[src/rtl/mem_arbiter.sv]
// -----------------------------------------------------------------------------
// mem_arbiter
// Shares one asynchronous single-port SRAM between two requesters: port A (CPU)
// and port B (loader). Each access is granted in IDLE, held on the SRAM bus for
// 1+WAIT_STATES cycles, then acknowledged with a one-cycle pulse in DONE.
//
// Parameters
//   FIXED_PRIO  : 0 = round-robin on a tie, 1 = port A always wins a tie
//   WAIT_STATES : 0..3 extra cycles each SRAM access is held
//
// Ports
//   clk, rst                  clock, synchronous active-high reset
//   a_req/b_req               access request
//   a_addr/b_addr             access address
//   a_wdata/b_wdata           write data
//   a_read/b_read             1 = read, 0 = write
//   a_ack/b_ack               one-cycle completion pulse
//   a_rdata/b_rdata           read data, valid while the matching ack is high
//   mem_addr, mem_dout        SRAM address / write data (hold outside ACCESS)
//   mem_din                   SRAM read data (asynchronous)
//   mem_read                  SRAM RW: 1 = read, 0 = write
//   mem_cs                    SRAM chip select, active-low
//   owner                     current grant: 00 none, 01 A, 10 B
//
// State  | meaning
// -------+----------------------------------------------------------
// IDLE   | bus released; requests sampled at the edge ending the cycle
// ACCESS | SRAM selected with latched addr/data/rw for 1+WAIT_STATES
// DONE   | ack pulse to the granted port; requests ignored
// -----------------------------------------------------------------------------
module mem_arbiter #(
    parameter int FIXED_PRIO  = 0,
    parameter int WAIT_STATES = 0
) (
    input  logic       clk,
    input  logic       rst,
    input  logic       a_req,
    input  logic [7:0] a_addr,
    input  logic [7:0] a_wdata,
    input  logic       a_read,
    output logic       a_ack,
    output logic [7:0] a_rdata,
    input  logic       b_req,
    input  logic [7:0] b_addr,
    input  logic [7:0] b_wdata,
    input  logic       b_read,
    output logic       b_ack,
    output logic [7:0] b_rdata,
    output logic [7:0] mem_addr,
    output logic [7:0] mem_dout,
    input  logic [7:0] mem_din,
    output logic       mem_read,
    output logic       mem_cs,
    output logic [1:0] owner
);

    typedef enum logic [1:0] {
        IDLE   = 2'd0,
        ACCESS = 2'd1,
        DONE   = 2'd2
    } state_t;

    localparam logic [1:0] WAIT_LAST = 2'(WAIT_STATES);

    state_t     state;
    logic [1:0] wait_cnt;
    logic       last_grant_b;   // 1 = B was granted most recently
    logic       grant_b;        // arbitration result for the current IDLE cycle

    // On a tie, round-robin hands the bus to whichever port did not have it last.
    always_comb begin
        grant_b = b_req;
        if (a_req && b_req) begin
            grant_b = (FIXED_PRIO != 0) ? 1'b0 : !last_grant_b;
        end
    end

    always_ff @(posedge clk) begin
        if (rst) begin
            state        <= IDLE;
            wait_cnt     <= 2'd0;
            last_grant_b <= 1'b1;
            owner        <= 2'b00;
            mem_cs       <= 1'b1;
            mem_read     <= 1'b1;
            mem_addr     <= 8'h00;
            mem_dout     <= 8'h00;
            a_ack        <= 1'b0;
            b_ack        <= 1'b0;
            a_rdata      <= 8'h00;
            b_rdata      <= 8'h00;
        end else begin
            case (state)
                IDLE: begin
                    if (a_req || b_req) begin
                        state    <= ACCESS;
                        wait_cnt <= 2'd0;
                        mem_cs   <= 1'b0;
                        if (grant_b) begin
                            owner    <= 2'b10;
                            mem_addr <= b_addr;
                            mem_dout <= b_wdata;
                            mem_read <= b_read;
                        end else begin
                            owner    <= 2'b01;
                            mem_addr <= a_addr;
                            mem_dout <= a_wdata;
                            mem_read <= a_read;
                        end
                    end
                end

                ACCESS: begin
                    if (wait_cnt == WAIT_LAST) begin
                        state        <= DONE;
                        mem_cs       <= 1'b1;
                        mem_read     <= 1'b1;   // park in read so no stray write
                        last_grant_b <= owner[1];
                        // mem_read still holds the latched direction here
                        if (owner[1]) begin
                            b_ack <= 1'b1;
                            if (mem_read) begin
                                b_rdata <= mem_din;
                            end
                        end else begin
                            a_ack <= 1'b1;
                            if (mem_read) begin
                                a_rdata <= mem_din;
                            end
                        end
                    end else begin
                        wait_cnt <= wait_cnt + 2'd1;
                    end
                end

                DONE: begin
                    state <= IDLE;
                    a_ack <= 1'b0;
                    b_ack <= 1'b0;
                    owner <= 2'b00;
                end

                default: begin
                    state <= IDLE;
                end
            endcase
        end
    end

endmodule

[config.mk]
export PLATFORM = sky130hd
export DESIGN_NAME = mem_arbiter
export DESIGN_NICKNAME = d
export VERILOG_FILES = /design/src/rtl/mem_arbiter.sv
export SDC_FILE = /design/constraint.sdc
export NUM_CORES = 1
export LEC_CHECK = 0
export CORE_ASPECT_RATIO = 1.25
export CORE_MARGIN = 3
export CORE_UTILIZATION = 44
export CTS_BUF_LIST = sky130_fd_sc_hd__clkbuf_16
export DETAILED_ROUTE_END_ITERATION = 8
export GPL_TIMING_DRIVEN = 0
export PLACE_DENSITY_LB_ADDON = 0.1
export SYNTH_ARGS = -nofsm -noshare
export SYNTH_HDL_FRONTEND = slang
export SYNTH_SLANG_ARGS = --single-unit
export TNS_END_PERCENT = 20
[constraint.sdc]
create_clock -name clk -period 2.7 [get_ports clk]
set_clock_uncertainty 0.05 [all_clocks]
set_input_delay 0.54 -clock clk [delete_from_list [all_inputs] [get_ports clk]]
set_output_delay 0.54 -clock clk [all_outputs]
set_load 0.03 [all_outputs]
After elaboration in Yosys (flattened, before gate mapping)
Cells that the tools add are included.
W data, S select, Z words.

cells by class
  add/sub/neg operators = 1
  multipliers = 0
  divide/modulo/power cells = 0
  order comparisons = 0
  equality and inequality tests = 7
  shift-type cells = 0
  multiplexer cells = 24
  bitwise logic cells = 1
  reductions and logical operators = 18

operators by type and width
  cell                   count
  $mux W8                2
  $mux W2                6
  $pmux W2 S2            3
  $reduce_and A3 Y1      4
  $ne A2 B2 Y1 const B   5
  $mux W1                9
  $pmux W1 S2            4
  $reduce_and A2 Y1      4
  $reduce_and A4 Y1      2
  $reduce_bool A2 Y1     3
  $logic_not A2 Y1       2
  $add A2 B1 Y2 const B  1
  $eq A2 B1 Y1 const B   1
  $eq A2 B2 Y1 const B   1
  $logic_and A1 B1 Y1    1
  $logic_not A1 Y1       1
  $logic_or A1 B1 Y1     1
  $not A1 Y1             1

word-level totals
  bits in registers = 43
  bits in latches = 0
  bits in writable memories = 0
  bits in read-only memories = 0
  input port bits = 46
  memories kept = 0

Longest topological paths before layout
Gate-level depths: netlist (run 1).

  word-level depth = 5
  gate-level depth with buffers = 8
  depth with buffers taken out = 6

Least setup slack after synthesis (run 1)
No wires, ideal clock.

  path type = register -> register
  from = register state[0]
  to = register wait_cnt[1]
  setup time = 0.065 ns
  data arrival time = 1.567 ns
  setup slack = 1.018 ns
  stages on the path, launching flop included = 8
  path buffers = 1
  cells stage by stage = dfxtp_1 -> inv_1 -> ha_1 -> buf_6 -> nor3b_2 -> a211oi_2 -> mux2_1 -> nor2_1

on the way
  word-level cells in the longest chain between the ends = 3
  elaborated cells between the ends (all ways) = 7
  those cells by class = eq/ne: 3; mux: 1; reduce/logical: 3

RTL lines
  item                                                          line  RTL
  from (decl)                                                   65    state_t state;
  from (signal assigned)                                        80    state <= IDLE;
  from (signal assigned)                                        96    state <= ACCESS;
  from (signal assigned)                                        115   state <= DONE;
  $eq A2 B1 Y1 or $logic_not A2 Y1 (tied branches)              93    case (state)
  $ne A2 B2 Y1 (no line) or $reduce_bool A2 Y1 (tied branches)  -
  $reduce_and A3 Y1 (no line)                                   -
  to (signal assigned)                                          132   wait_cnt <= wait_cnt + 2'd1;
  to (decl)                                                     66    logic [1:0] wait_cnt;

Several ways; a longest one is shown, not always the timed one.
A chain may end at the register's enable or synchronous reset.

Final worst setup path (run 1)
  from = register owner[1]
  to = output owner[1]

RTL lines
  item                    line  RTL
  from (decl)             54    output logic [1:0] owner
  from (signal assigned)  83    owner <= 2'b00;
  from (signal assigned)  100   owner <= 2'b10;
  from (signal assigned)  105   owner <= 2'b01;

No word-level cell between the ends.

==> results.tsv, run 1 <==
metric	value	unit
h-tree-depth	2	
num_rows	25	
holdBufCountCts	0	
synth_area_leaders	dfxtp_1, a222oi_1, nand2_1	
ant_nets	0	
synth_edf_count	0	
drt_pre_antenna_iters	6	
synth.avg_cell_area	9.175	sq um
final-max-slew-violation-count	0	
clock-sinks	43	
internal_power	1.370	mW
cts_root_buffer	clkbuf_16	
dpl.hpwl	3568	um
ys_ff_latch	43	
synthesis.instances	195	
final.setup.tns	0	ps
die_h	77.30	um
met2_wirelength	2518	um
cts_buffer_depth	2	
maxCapViolCount	0	
top_layer	met4	
crit_family	buffers and inverters	
clk_latency	280	ps
drc	0	
post-synth-top-count-cell	dfxtp_1	
wl_per_cell	13.95	um
io_buffer_count	83	
routed_wl	4743	um
ios	84	
finalCritPeriodShare	75.79	%
grt_pass1_wl	7914	um
path_class	reg -> out	
setup_violations	0	
synthTopCellsByCount	dfxtp_1, nand2_1, inv_1, a21oi_1, a222oi_1	
seqCellArea	860.8	sq um
yosysTopAreaCell	dfxtp_1	
totalPowerFinal	2.017	mW
max_clock_freq	0.4887	GHz
p_seq_share	38.2	%
tightest_slew	533.6	ps
finalHoldViolCount	0	
ff2ff_setup_slack	780	ps
cts_tree	built	
die-area	4872	sq um
numCtsBuffers	5	
slowest_delay	720	ps
ys_seq_area_share	48.11	%
post_drt_via_cell_ratio	4.976	
fillers	323	
arrival	1460	ps
crit_slowest_cell	clkdlybuf4s50_1	
rsz0062_at_grt	no	
p_switching	0.6462	mW
diodes	0	
ir_drop	0.4555	mV
die_w	63.04	um
ys_async_sr_fraction	0	%
core	3847	sq um
gp_congestion	0.7904	
syn_nets	247	
slew_headroom	64.29	%
grt_overflow_total	0	
p_leak	1.172	nW
p_per_area	713.2	nW/um^2
yosys_most_used_dff	dfxtp_1	
clkPwrFrac	28.1	%
p_sw_share	32.04	%
yosysWarnings	0	
vias	1692	
clk_pin_slew	60	ps
p_comb_share	33.8	%
crit_fanout	7	
antenna_found_initial	0	
grt_pass1_vias	1666	
drt_iter0_drc	92	
start_util	46.50	%
routed-wl-met3	310	um
wl_met1	1884	um
start_kind	flop	
min_path_type	reg -> reg	
yosysTopAreaCellShare	48.11	%
drive_gt1_share	6.993	%
ys_types	35	
grt_max_degree	14	
finalCriticalPeriod	2046	ps
critPathBufInv	1	
worst_setup_path_end_kind	output port	
fin_nets	337	
multi_input_area	773.2	sq um
post_cts_buffers	0	
synthToLayoutAreaGrowth	58.04	%
grtUsageTotal	20.43	%
required	2110	ps
crit_chain	clkdlybuf4s50_1	
post_cts_resized	0	
status	finished clean	
netlist_area	1789	sq um
hold-worst-slack	403.2	ps
==> per-layer routing <==
layer  GRT usage [%]  up-vias
met4           5.960        0
li1                -      865
met3           6.442        2
met5               0        -
met1           22.67      776
met2           36.75       49
==> cells by family after synthesis <==
logic type	Yosys count	synth area share [%]
muxes	5	2.867
buffers and inverters	33	8.671
AOI/OAI and AO/OA	49	21.26
and+or+nand+nor	59	14.90
adders and majority gates	6	4.196
DFF	43	48.11
==> per-stage QoR <==
step           utilization [%]  instance area [sq um]  worst slack, ps  instances
2_1_floorplan                -                   1789             1018        195
3_3_place_gp             69.85                   2688            441.3        332
3_5_place_dp             69.85                   2688            403.1        332
4_1_cts                  73.50                   2828            648.4        340
5_1_grt                  73.50                   2828            517.5        340
6_report                 73.50                   2828            653.6        340
==> path summary, 6_finish.rpt <==
path                                                 end  cells after the start                     from
worst max-delay path                            owner[1]                      1    owner[1]$_SDFFE_PP0P_
worst min-delay path             b_rdata[0]$_SDFFE_PP0P_                      2  b_rdata[0]$_SDFFE_PP0P_
worst max register to register  mem_dout[3]$_SDFFE_PP0P_                      8    state[0]$_SDFFE_PP0P_
worst min register to register   b_rdata[0]$_SDFFE_PP0P_                      2  b_rdata[0]$_SDFFE_PP0P_
==> flip-flops by register name, summed over array words and instances (netlist names) <==
name,flops
b_rdata,8
a_ack,1
mem_cs,1
wait_cnt,2
state,2
owner,2
mem_addr,8
b_ack,1
mem_dout,8
mem_read,1
last_grant_b,1
a_rdata,8
==> power groups by stage <==
stage / clock network (mW) / registers, mW / logic [mW]
2_1_floorplan: 0 / 0.923 / 0.267
6_report: 0.566 / 0.769 / 0.681
3_5_place_dp: 0 / 0.783 / 0.683
3_3_place_gp: 0 / 0.780 / 0.674
4_1_cts: 0.577 / 0.770 / 0.687
5_1_grt: 0.606 / 0.781 / 0.737
==> area by class of cell <==
| class | count | area share (%) |
|---|---|---|
| clock inverters | 3 | 0.5310 |
| well taps | 54 | 2.389 |
| repair buffers | 83 | 29.38 |
| clock buffers | 5 | 4.425 |
| plain buffers | 11 | 2.566 |
| multi-input cells | 119 | 27.35 |
| flip-flops and latches | 43 | 30.44 |
| inverters | 22 | 2.920 |
==> layout by cell type (no fill, tap or decap), types with 2 or more instances in the layout <==
master           count
clkdlybuf4s50_1     83
dfxtp_1             43
nand2_1             36
inv_1               20
a21oi_1             18
a222oi_1            16
nor2_1              11
ha_1                 6
clkbuf_16            5
buf_2                4
clkbuf_1             4
mux2i_1              4
nor2b_1              3
buf_6                2
nand2b_1             2
and4b_1              2
inv_2                2
o21bai_1             2
a22oi_1              2
clkinv_1             2
(Power assumes the default switching activity.)
==> run 2, diff against run 1 <==
--- a/config.mk
+++ b/config.mk
@@ -7,7 +7,7 @@
 export LEC_CHECK = 0
 export CORE_ASPECT_RATIO = 1.25
 export CORE_MARGIN = 3
-export CORE_UTILIZATION = 44
+export CORE_UTILIZATION = 37
 export CTS_BUF_LIST = sky130_fd_sc_hd__clkbuf_16
 export DETAILED_ROUTE_END_ITERATION = 8
 export GPL_TIMING_DRIVEN = 0
==> constraint.sdc (replaced) <==
create_clock -name clk -period 1.7 [get_ports clk]
set_clock_uncertainty 0.05 [all_clocks]
set_input_delay 0.34 -clock clk [delete_from_list [all_inputs] [get_ports clk]]
set_output_delay 0.34 -clock clk [all_outputs]
set_load 0.03 [all_outputs]
==> results.tsv, run 2 (same netlist as run 1, synthesis figures left out) <==
metric	value	unit	change
status	finished clean		
place_area	2693	sq um	+0.19%
holdPathEnd	b_rdata[0]$_SDFFE_PP0P_		
clk_pin_slew	60	ps	about the same
die-area	5711	sq um	+17%
grt_overflow_total	0		unchanged
finalCriticalPeriod	1675	ps	
finalCritPeriodShare	98.54	%	
grt_pass1_wl	7838	um	-0.96%
final_common_cell	clkdlybuf4s50_1		
start_kind	flop		
synthToLayoutAreaGrowth	63.50	%	
required	1310	ps	-800 ps
clock-sinks	43		unchanged
ff2ff_setup_slack	40	ps	-740 ps
max_clock_freq	0.5969	GHz	
crit_fanout	2		-5
grtUsageTotal	17.62	%	-2.8 points
post_drt_via_cell_ratio	5.003		+0.53%
fillers	402		+24%
final-max-slew-violation-count	0		unchanged
clk_latency	280	ps	about the same
cts_tree	built		
io_buffer_count	83		unchanged
diodes	0		unchanged
rr_worst_depth	7		-1
seqCellArea	863.3	sq um	+0.29%
vias	1716		+1.4%
place_inst	336		+1.2%
hold_depth	2		unchanged
ios	84		unchanged
worst_setup_path_end_kind	output port		
p_per_area	1100	nW/um^2	+54%
drive_gt1_share	11.23	%	+4.2 points
maxCapViolCount	0		unchanged
dpl.hpwl	3491	um	-2.1%
drc	0		unchanged
cts_root_buffer	clkbuf_16		
rsz0062_at_grt	yes		
path_class	reg -> out		
crit_chain	clkdlybuf4s50_1		
setup_violations	0		unchanged
h-tree-depth	2		unchanged
multi_input_area	813.3	sq um	+5.2%
crit_family	buffers and inverters		
p_leak	1.578	nW	+35%
r2r-end	mem_cs$_SDFFE_PP1P_		
ant_nets	0		unchanged
wl_per_cell	14.11	um	+1.2%
routed_wl	4841	um	+2.1%
gp_congestion	0.7562		-4.3%
drt_pre_antenna_iters	5		-1
tightest_slew	497.2	ps	-36.43 ps
final-instance-count-excl-fill	343		+0.88%
die_h	83.75	um	+8.3%
antenna_found_initial	0		unchanged
fin_nets	336		-0.30%
mostFrequentLayoutCells	clkdlybuf4s50_1, dfxtp_1, nand2_1		
start_util	39.52	%	-7.0 points
min_path_type	reg -> reg		
arrival	1290	ps	-170 ps
critPathBufInv	1		unchanged
holdBufCountCts	0		unchanged
grt_max_degree	17		+3
r2r_start	state[1]$_SDFFE_PP0P_		
final.setup.tns	0	ps	unchanged
slowest_delay	670	ps	-50 ps
core	4527	sq um	+18%
finalHoldViolCount	0		unchanged
crit_slowest_cell	clkdlybuf4s50_1		
num_rows	27		+8.0%
cts_buffer_depth	2		unchanged
die_w	68.20	um	+8.2%
numCtsBuffers	5		unchanged
holdCritStartpoint	b_rdata[0]$_SDFFE_PP0P_		
grt_pass1_vias	1712		+2.8%
drt_iter0_drc	117		+27%
ir_drop	0.6585	mV	+45%
slew_headroom	66.85	%	+2.6 points
design_area	2925	sq um	+3.5%
totalPowerFinal	3.218	mW	+60%
==> run 2: layout make-up <==
cell class,count,share of cell area [%]
flip-flops and latches,43,29.51
multi-input cells,119,27.80
clock buffers,5,4.277
repair buffers,85,30.45
clock inverters,3,0.4277
inverters,22,2.823
plain buffers,8,2.224
well taps,58,2.481
==> run 2: power breakdown <==
part / switching [mW] / leakage (nW) / internal [mW]
clock: 0.357 / 0.0762 / 0.530
sequential: 0.0789 / 0.353 / 1.15
combinational: 0.599 / 1.15 / 0.507
==> run 2: worst register-to-register path, stage by stage, from the launching register on <==
cell and delay (ps):
dfxtp_2 340, inv_2 70, ha_4 160, buf_6 120
nor3b_4 150, a21oi_2 280, nand2_1 90, a221o_1 290
==> run 2: worst max path at each step <==
stage,startpoint,endpoint,depth (start not counted)
after floorplan,state[0]$_SDFFE_PP0P_,wait_cnt[1]$_SDFFE_PP0P_,7
after global placement,a_req,mem_addr[5]$_SDFFE_PP0P_,6
after detailed placement,a_req,mem_addr[5]$_SDFFE_PP0P_,6
after CTS,state[1]$_SDFFE_PP0P_,a_rdata[3]$_SDFFE_PP0P_,7
after global routing,wait_cnt[0]$_SDFFE_PP0P_,mem_cs$_SDFFE_PP1P_,6
final,mem_addr[6]$_SDFFE_PP0P_,mem_addr[6],1
==> run 2: per-stage QoR <==
step	util, %	hold WS, ps	worst slack (ps)
floorplan	-	409.2	18.19
global placement	59.48	391.9	-360.2
detailed placement	59.48	397.1	-369.1
CTS	62.99	405.2	-55.22
global route	64.62	426.6	-85.47
finish	64.62	397.9	24.81
==> run 2: what timing repair did <==
item	4_1_cts	5_1_grt
gates cloned	1	0
pin swaps	1	3
resized for setup	15	30
setup buffers	1	0
endpoints found under the setup margin	36	52
==> run 2: per-layer routing <==
layer / global-route usage [%] / share of wire (%) / vias up / routed length, um
met5: 0 / 0 / - / 0
met4: 6.148 / 1.1 / 0 / 53
met2: 28.60 / 48 / 62 / 2304
li1: - / - / 864 / -
met1: 20.96 / 42 / 785 / 2011
met3: 6.199 / 9.7 / 5 / 471
==> run 3, diff against run 2 <==
--- a/config.mk
+++ b/config.mk
@@ -11,6 +11,7 @@
 export CTS_BUF_LIST = sky130_fd_sc_hd__clkbuf_16
 export DETAILED_ROUTE_END_ITERATION = 8
 export GPL_TIMING_DRIVEN = 0
+export MAX_ROUTING_LAYER = met4
 export PLACE_DENSITY_LB_ADDON = 0.1
 export SYNTH_ARGS = -nofsm -noshare
 export SYNTH_HDL_FRONTEND = slang
==> results.tsv, run 3 (same netlist as run 1, synthesis figures left out) <==
metric	value	unit	change
start_util	39.52	%	unchanged
design_area	2925	sq um	unchanged
num_rows	27		unchanged
synthToLayoutAreaGrowth	63.50	%	unchanged
clk_latency	280	ps	about the same
finalCritPeriodShare	98.48	%	about the same
io_buffer_count	83		unchanged
finalCriticalPeriod	1674	ps	-1.060 ps
cts_tree	built		
gp_congestion	0.7660		+1.3%
crit_family	buffers and inverters		
maxCapViolCount	0		unchanged
seqCellArea	863.3	sq um	unchanged
critPathBufInv	1		unchanged
slew_headroom	66.86	%	about the same
p_sw_share	32.20	%	+0.040 points
setup_violations	0		unchanged
diodes	0		unchanged
fillers	402		unchanged
place_area	2693	sq um	unchanged
ir_drop	0.6588	mV	about the same
min_path_type	reg -> reg		
cts_buffer_depth	2		unchanged
drc	0		unchanged
dpl.hpwl	3491	um	unchanged
antenna_found_initial	0		unchanged
crit_fanout	2		unchanged
path_class	reg -> out		
grt_overflow_total	0		unchanged
vias	1724		+0.47%
post_drt_via_cell_ratio	5.026		+0.47%
p_comb_share	34.3	%	about the same
grt_max_degree	17		unchanged
required	1310	ps	about the same
final.setup.tns	0	ps	unchanged
fin_nets	336		unchanged
die-area	5711	sq um	unchanged
wl_per_cell	14.13	um	about the same
crit_chain	clkdlybuf4s50_1		
crit_slowest_cell	clkdlybuf4s50_1		
clk_pin_slew	60	ps	about the same
die_h	83.75	um	unchanged
final_common_cell	clkdlybuf4s50_1		
h-tree-depth	2		unchanged
drt_iter0_drc	94		-20%
totalPowerFinal	3.220	mW	about the same
p_per_area	1101	nW/um^2	about the same
p_switching	1.037	mW	+0.18%
ios	84		unchanged
cts_root_buffer	clkbuf_16		
drive_gt1_share	11.23	%	unchanged
numCtsBuffers	5		unchanged
routed_wl	4845	um	about the same
finish.utilization	64.62	%	unchanged
slowest_delay	670	ps	about the same
finalHoldViolCount	0		unchanged
ant_nets	0		unchanged
p_leak	1.578	nW	unchanged
p_seq_share	38.0	%	about the same
grt_pass1_wl	7831	um	about the same
internal_power	2.183	mW	unchanged
start_kind	flop		
multi_input_area	813.3	sq um	unchanged
grtUsageTotal	18.08	%	+0.47 points
rsz0062_at_grt	yes		
max_clock_freq	0.5973	GHz	about the same
status	finished clean		
worst_setup_path_end_kind	output port		
arrival	1280	ps	about the same
tightest_slew	497.0	ps	-0.1694 ps
die_w	68.20	um	unchanged
mostFrequentLayoutCells	clkdlybuf4s50_1, dfxtp_1, nand2_1		
clock-sinks	43		unchanged
drt_pre_antenna_iters	6		+1
grt_pass1_vias	1707		-0.29%
core	4527	sq um	unchanged
clkPwrFrac	27.6	%	about the same
final-max-slew-violation-count	0		unchanged
[run 3: power by group through the flow]
stage,registers [mW],clock network (mW),logic (mW)
6_report,1.22,0.890,1.11
5_1_grt,1.24,0.955,1.21
3_5_place_dp,1.25,0,1.08
2_1_floorplan,1.47,0,0.424
3_3_place_gp,1.24,0,1.08
4_1_cts,1.23,0.920,1.11
[run 3: through the flow]
step                      worst slack [ps]  instances  hold WS (ps)
after floorplan                      18.19        195         409.2
after global placement              -360.2        336         391.9
after detailed placement            -369.1        336         397.1
after CTS                           -55.22        344         405.2
after global routing                -85.47        343         426.6
final                                25.87        343         397.7
[run 3: timing repair]
item | 4_1_cts | 5_1_grt
pin swaps | 1 | 3
cloned | 1 | 0
hold buffers | 0 | 0
gates resized for setup | 15 | 30
buffers inserted | 1 | 0
setup endpoints to repair | 36 | 52
[run 3: layer usage]
| layer | up-vias | global-route usage, % | part of all wire (%) |
|---|---|---|---|
| li1 | 863 | - | - |
| met1 | 787 | 21.12 | 41 |
| met2 | 67 | 28.60 | 48 |
| met3 | 7 | 5.930 | 9.4 |
| met4 | 0 | 6.148 | 1.5 |
| met5 | - | - | 0 |
[run 3: final cells by class]
type / count / share of cell area, %
Sequential cell: 43 / 29.51
Tap cell: 58 / 2.481
Timing Repair Buffer: 85 / 30.45
Clock buffer: 5 / 4.277
Buffer: 8 / 2.224
Clock inverter: 3 / 0.4277
Inverter: 22 / 2.823
Multi-Input combinational cell: 119 / 27.80
[run 3: final timing paths]
kind	slack, ps	end	depth (start not counted)	start
hold / removal	400	b_rdata[0]$_SDFFE_PP0P_	2	b_rdata[0]$_SDFFE_PP0P_
hold reg to reg	400	b_rdata[0]$_SDFFE_PP0P_	2	b_rdata[0]$_SDFFE_PP0P_
setup / recovery	30	a_rdata[7]	1	a_rdata[7]$_SDFFE_PP0P_
setup reg to reg	40	mem_cs$_SDFFE_PP1P_	7	state[1]$_SDFFE_PP0P_
